$ cat config.mk
export PLATFORM = sky130hd
export DESIGN_NAME = fetch_queue
export DESIGN_NICKNAME = d
export VERILOG_FILES = /design/src/rtl/fetch_queue.sv
export SDC_FILE = /design/constraint.sdc
export NUM_CORES = 1
export LEC_CHECK = 0
export BUFFER_PORTS_ARGS = -buffer_cell sky130_fd_sc_hd__clkbuf_2
export CORE_UTILIZATION = 60
export CTS_CLUSTER_SIZE = 30
export DETAILED_ROUTE_END_ITERATION = 6
export PLACE_DENSITY_LB_ADDON = 0.1
export SLEW_MARGIN = 20
export SYNTH_ARGS = -nofsm -noshare
export SYNTH_HDL_FRONTEND = slang
export SYNTH_SLANG_ARGS = --single-unit
export TNS_END_PERCENT = 30
$ cat constraint.sdc
create_clock -name in_clk -period 12.2 [get_ports in_clk]
set_clock_uncertainty 0.2 [all_clocks]
set_input_delay 3.05 -clock in_clk [delete_from_list [all_inputs] [get_ports in_clk]]
set_output_delay 3.05 -clock in_clk [all_outputs]
set_load 0.02 [all_outputs]
$ cat src/rtl/fetch_queue.sv
// Fetch-to-decode instruction buffer: DEPTH-entry circular FIFO with stall backpressure,
// mispredict flush and suppression of the repeated HLT stream after main returns.
module fetch_queue #(
  parameter int          DEPTH        = 4,
  parameter int          GPR_SIZE     = 64,
  parameter logic [31:0] INSNBITS_HLT = 32'hD440_0000
) (
  input  logic                       in_clk,
  input  logic                       in_rst,
  input  logic                       in_f_done,
  input  logic [GPR_SIZE-1:0]        in_f_pc,
  input  logic [31:0]                in_f_insnbits,
  input  logic                       in_rob_mispredict,
  input  logic                       in_d_ready,
  output logic                       out_f_stall,
  output logic                       out_d_valid,
  output logic [GPR_SIZE-1:0]        out_d_pc,
  output logic [31:0]                out_d_insnbits,
  output logic [$clog2(DEPTH):0]     out_count
);

  localparam int               PW       = $clog2(DEPTH);
  localparam int               CW       = PW + 1;
  localparam logic [CW-1:0]    FULL_CNT = CW'(DEPTH);
  localparam logic [PW-1:0]    PTR_ONE  = PW'(1);
  localparam logic [CW-1:0]    CNT_ONE  = CW'(1);

  logic [GPR_SIZE-1:0] pc_mem_q   [DEPTH];
  logic [31:0]         insn_mem_q [DEPTH];

  logic [PW-1:0] head_q, head_d;
  logic [PW-1:0] tail_q, tail_d;
  logic [CW-1:0] count_q, count_d;
  logic          halted_q, halted_d;

  logic enq_s;
  logic deq_s;
  logic empty_s;

  // Handshake decode and head presentation; empty queue presents zeros.
  always_comb begin
    empty_s        = (count_q == {CW{1'b0}});
    out_f_stall    = (count_q == FULL_CNT);
    out_d_valid    = ~empty_s & ~in_rob_mispredict;
    out_count      = count_q;
    enq_s          = in_f_done & ~out_f_stall & ~halted_q & ~in_rob_mispredict & ~in_rst;
    deq_s          = out_d_valid & in_d_ready;
    if (empty_s) begin
      out_d_pc       = {GPR_SIZE{1'b0}};
      out_d_insnbits = 32'h0000_0000;
    end else begin
      out_d_pc       = pc_mem_q[head_q];
      out_d_insnbits = insn_mem_q[head_q];
    end
  end

  // Next-state pointers, occupancy and halt flag; reset and mispredict both flush.
  always_comb begin
    head_d   = head_q;
    tail_d   = tail_q;
    count_d  = count_q;
    halted_d = halted_q;
    if (in_rst || in_rob_mispredict) begin
      head_d   = {PW{1'b0}};
      tail_d   = {PW{1'b0}};
      count_d  = {CW{1'b0}};
      halted_d = 1'b0;
    end else begin
      if (enq_s) begin
        tail_d = tail_q + PTR_ONE;
        if (in_f_insnbits == INSNBITS_HLT) begin
          halted_d = 1'b1;
        end else begin
          halted_d = halted_q;
        end
      end else begin
        tail_d = tail_q;
      end
      if (deq_s) begin
        head_d = head_q + PTR_ONE;
      end else begin
        head_d = head_q;
      end
      case ({enq_s, deq_s})
        2'b10:   count_d = count_q + CNT_ONE;
        2'b01:   count_d = count_q - CNT_ONE;
        default: count_d = count_q;
      endcase
    end
  end

  // Control state registers.
  always_ff @(posedge in_clk) begin
    if (in_rst) begin
      head_q   <= {PW{1'b0}};
      tail_q   <= {PW{1'b0}};
      count_q  <= {CW{1'b0}};
      halted_q <= 1'b0;
    end else begin
      head_q   <= head_d;
      tail_q   <= tail_d;
      count_q  <= count_d;
      halted_q <= halted_d;
    end
  end

  // Entry storage; contents are only observable through count, so no reset is needed.
  always_ff @(posedge in_clk) begin
    if (enq_s) begin
      pc_mem_q[tail_q]   <= in_f_pc;
      insn_mem_q[tail_q] <= in_f_insnbits;
    end
  end

endmodule

; Word level (Yosys, flattened, before mapping)
; Memory sizes are Yosys's and may differ from the RTL's. A register that Yosys moved wholly into a read port is not among the register bits.
; Index checks and enable logic that the tools add are counted.
[totals]
register_bits = 8
mem_bits_rw = 384
inputBits = 101
output_inout_bits = 101
word_cells = 39
n_memories = 2
[mem_list]
columns = name, words, word_bits, rd, rd_clocked_by_memory_dff, write_ports, line_no
row1 = pc_mem_q, 4, 64, 1, 1, 1, 28  ; logic [GPR_SIZE-1:0] pc_mem_q [DEPTH];
row2 = insn_mem_q, 4, 32, 1, 1, 1, 29  ; logic [31:0] insn_mem_q [DEPTH];
[classes]
add_sub_neg = 4
n_eq_ne = 4
n_mux = 9
bitwise = 11
n_reduce_logical = 5
[op_table]
columns = cell, count
row1 = 64-bit two-way mux, 1
row2 = 32-bit == test (second input constant), 1
row3 = 32-bit two-way mux, 1
row4 = 2-bit two-way mux, 4
row5 = 1-bit AND, 6
row6 = 3-bit one-hot mux with 2 select lines, 1
row7 = 1-bit inverter, 5
row8 = 2-bit by 1-bit adder with 2-bit output (second input constant), 2
row9 = 3-bit by 1-bit adder with 3-bit output (second input constant), 1
row10 = 3-bit == test (second input constant), 1
row11 = 3-bit zero test, 1
row12 = 3-bit by 1-bit subtractor with 3-bit output (second input constant), 1
row13 = 2-bit by 1-bit == test with 1-bit output (second input constant), 1
row14 = 2-bit == test (second input constant), 1
row15 = 1-bit two-way mux, 2
row16 = 2-bit AND reduction, 1
row17 = 2-bit nonzero test, 1
row18 = 2-bit OR reduction, 1
row19 = 1-bit logical OR, 1

; Logic depth before layout (Yosys ltp)
[depth]
word_depth = 8
mapped_depth = 10
ltp_nobuf = 9

; Worst setup path before layout
; Ideal clock, no wire load.
[synth_path]
kind = input to register
startpoint = input in_rob_mispredict
endpoint = memory insn_mem_q[0][0], enable pin
setup_ns = 0.466
arrival_time_ns = 5.962
required_time_ns = 11.534
slack_ns = 5.573
cell_stages = 4
path_buffers = 1
cell_sequence = or2_1 buf_6 nor4b_4 and2_1
[synth_via]
elab_chain_cells = 5
[synth_rtl]
columns = element, line_no
row1 = start: declaration, 13  ; input logic in_rob_mispredict,
row2 = 1-bit inverter, 46  ; enq_s = in_f_done & ~out_f_stall & ~halted_q & ~in_rob_mispredict & ~in_rst;
row3 = 1-bit AND (2 in a row), 46
row4 = 1-bit two-way mux, 109  ; if (enq_s) begin
row5 = 1-bit two-way mux (implied by the code), 111  ; insn_mem_q[tail_q] <= in_f_insnbits;
row6 = end: declaration, 29
; Every way passes these cells.

; Worst setup path after layout
[layout_path]
startpoint = input in_rob_mispredict
endpoint = output out_d_valid
[layout_via]
elab_chain_cells = 2
[layout_rtl]
columns = element, line_no
row1 = 1-bit inverter, 44  ; out_d_valid = ~empty_s & ~in_rob_mispredict;
row2 = 1-bit AND, 44
row3 = end: declaration, 16  ; output logic out_d_valid,
; Every way passes these cells.

==> results_dict.tcl <==
set metrics [dict create \
    syn_nets 785 \
    yosys_register_bits 394 \
    crit_path_end_kind "primary output" \
    gp_congestion 0.753 \
    reg2reg_from "out_count[1]$_SDFFE_PP0P_" \
    outcome "complete, no violations" \
    dp.cells 1177 \
    cts_tree "done" \
    tightest_slew_ns 1.09 \
    cts_buffers 38 \
    max_freq_ghz 0.149 \
    core_mm2 0.0245 \
    synth_top_area_share_pct 76.4 \
    via_per_inst 5.78 \
    die_h_um 161 \
    period_share_pct 55.2 \
    syn_inst 678 \
    cts_sinks 394 \
    path_clk_slew_ns 0.06 \
    io_pins 202 \
    maxCapViolCount 0 \
    ir_drop_v 0.000108 \
    netlist_area_mm2 0.0151 \
    period_needed_ns 6.73 \
    fin_nets 1001 \
    ant_nets 0 \
    rsz0062_at_grt "no" \
    drive_above_1_share_pct 39.2 \
    reg2reg_to "pc_mem_q[1][50]$_DFFE_PP_" \
    wl_met2_um 14200 \
    drc 0 \
    highest_layer "met5" \
    synth_area_leader_cell "edfxtp_1" \
    cts_setup_buffers 0 \
    met3RoutedLength_um 2070 \
    overflow 0 \
    hold_path.class "reg2reg" \
    post_cts_resized 0 \
    hold_violations 0 \
    drtIter0Drc 440 \
    arrival_ns 3.48 \
    critPathCapture "out_d_valid" \
    dieArea_mm2 0.0258 \
    setup_viol_count_final 0 \
    clockRootBuffer "clkbuf_16" \
    dr.pass1.iters 4 \
    yosys.cell_types.count 31 \
    start_kind "input port" \
    grt_pass1_wl_um 42500 \
    yosys_warnings 0 \
    r2r_setup_slack_ns 9.14 \
    dr_total_vias 7204 \
    synth.avg_cell_area_um2 22.3 \
    cts_buffer_depth 3 \
    htree_levels 2 \
    hold_buffers 0 \
    grt_usage_pct 22.2 \
    fin_cells 1246 \
    path_class "in2out" \
    grt_antenna_before_repair 2 \
    drv_slew 0 \
    grt_pass1_vias 7609 \
    wl_um 27700 \
    die_w_um 161 \
    yosys-top-cells-area "edfxtp_1 76%, mux4_2 14%, nor2b_1 4.0%" \
    wirelength_met1_um 10900 \
    start_util_pct 61.6 \
    clock_latency_ns 0.50 \
    power.leakage_uw 0.00583 \
    rows 57 \
    dp_hpwl_um 16000 \
    synth-seq-area-share_pct 77.7 \
    cp-startpoint "in_rob_mispredict" \
    crit_fanout 8 \
    maxSlewHeadroom_pct 27.4 \
    reg2reg_depth 4 \
    cp.required_ns 8.95 \
    area_growth_pct 16.6 \
    finalSetupTns_ns 0 \
    p_per_area_mw_per_mm2 152 \
    io_buffers 201 \
    wl_per_cell_um 22.3 \
    grt_max_degree 75 \
]
==> cells in the final DEF, fill, tap and decap left out, types with 2 or more instances in the layout <==
master	instances
ha_1	5
xor2_1	2
nor4bb_1	2
nand2_1	4
a21oi_1	4
buf_4	8
mux2i_1	3
and2_4	4
bufinv_16	3
dfxtp_4	2
nor4_1	5
nor2_1	5
dfxtp_1	8
nand4_1	2
nor2b_1	96
clkinv_1	14
nor4b_1	2
or3_1	2
clkbuf_16	39
edfxtp_1	384
clkbuf_1	8
mux4_2	96
clkbuf_2	201
inv_1	7
==> worst min path at each step <==
| stage | from | end | slack (ns) | depth (start not counted) |
|---|---|---|---|---|
| floorplan | head_q[1]$_SDFFE_PP0P_ | flop | 0.25 | 2 |
| global placement | head_q[1]$_SDFFE_PP0P_ | flop | 0.26 | 2 |
| detailed placement | head_q[1]$_SDFFE_PP0P_ | flop | 0.28 | 2 |
| CTS | head_q[1]$_SDFFE_PP0P_ | flop | 0.28 | 2 |
| global route | head_q[1]$_SDFFE_PP0P_ | flop | 0.31 | 2 |
| finish | head_q[1]$_SDFFE_PP0P_ | flop | 0.29 | 2 |
==> cell usage after synthesis <==
cell      instances
nor2_1            5
o31ai_1           1
nor4bb_1          2
inv_2             1
xor2_1            2
nor2b_1          96
fa_1              1
nand4_1           2
ha_1              5
mux2i_1           3
buf_6             6
inv_1             7
buf_2            11
o31ai_4           1
nor4_1            5
nand2_1           4
mux4_2           96
and2_1            4
clkbuf_1         16
edfxtp_1        384
nor3_1            2
nor4b_1           2
or2_1             1
nor4b_4           1
or4_1             1
o21ai_0           1
a21oi_1           4
buf_1             1
nor3b_1           1
or3_1             2
dfxtp_1          10
==> state kept, by name, summed over array words and instances, names as in the netlist, named ones only <==
signal      flops
pc_mem_q      256
insn_mem_q    128
out_count       3
head_q          2
tail_q          2
halted_q        1
==> cells by family after synthesis <==
| kind of cell | count (synthesis) | share of synthesized area (%) |
|---|---|---|
| compound gates | 7 | 0.356 |
| simple gates | 128 | 5.35 |
| buf+inv | 42 | 1.43 |
| flops | 394 | 77.7 |
| xor+xnor | 2 | 0.116 |
| fa+ha+maj | 6 | 0.547 |
| mux | 99 | 14.5 |
==> per-stage QoR <==
| stage | utilization (%) | hold WS, ns | total power (uW) | instance area (um2) | setup WS, ns |
|---|---|---|---|---|---|
| floorplan | - | 0.246 | 1570 | 15100 | 5.57 |
| global placement | 66.9 | 0.265 | 1610 | 16400 | 5.48 |
| detailed placement | 66.9 | 0.278 | 1610 | 16400 | 5.47 |
| CTS | 71.7 | 0.284 | 2710 | 17600 | 5.35 |
| global route | 71.8 | 0.308 | 2770 | 17600 | 5.39 |
| finish | 71.8 | 0.288 | 2690 | 17600 | 5.47 |
==> power by group <==
group	leakage [uW]	total, uW	switching [uW]	internal (uW)
Sequential	0.00355	1500	3.84	1500
Combinational	0.00171	79.0	47.9	31.1
Clock	0.000570	1100	451	652
==> final cells by class <==
| cell class | instances | area [um2] |
|---|---|---|
| Antenna cell | 1 | 2.50 |
| Clock buffer | 48 | 1020 |
| Clock inverter | 19 | 156 |
| Fill cell | 1521 | 6920 |
| Inverter | 8 | 30.0 |
| Multi-Input combinational cell | 242 | 3170 |
| Sequential cell | 394 | 11700 |
| Tap cell | 324 | 405 |
| Timing Repair Buffer | 210 | 1090 |
==> worst max-delay path, cell delays in order <==
cell,delay [ns]
clkbuf_2,0.14
nor2_1,0.11
clkbuf_2,0.18
==> metal layers <==
metal	GRT usage (%)	vias up
met5	0	-
met4	6.54	2
met3	5.29	41
met2	37.9	260
met1	28.6	3704
li1	-	3197
Note: power is estimated with default switching activity, not from simulation.
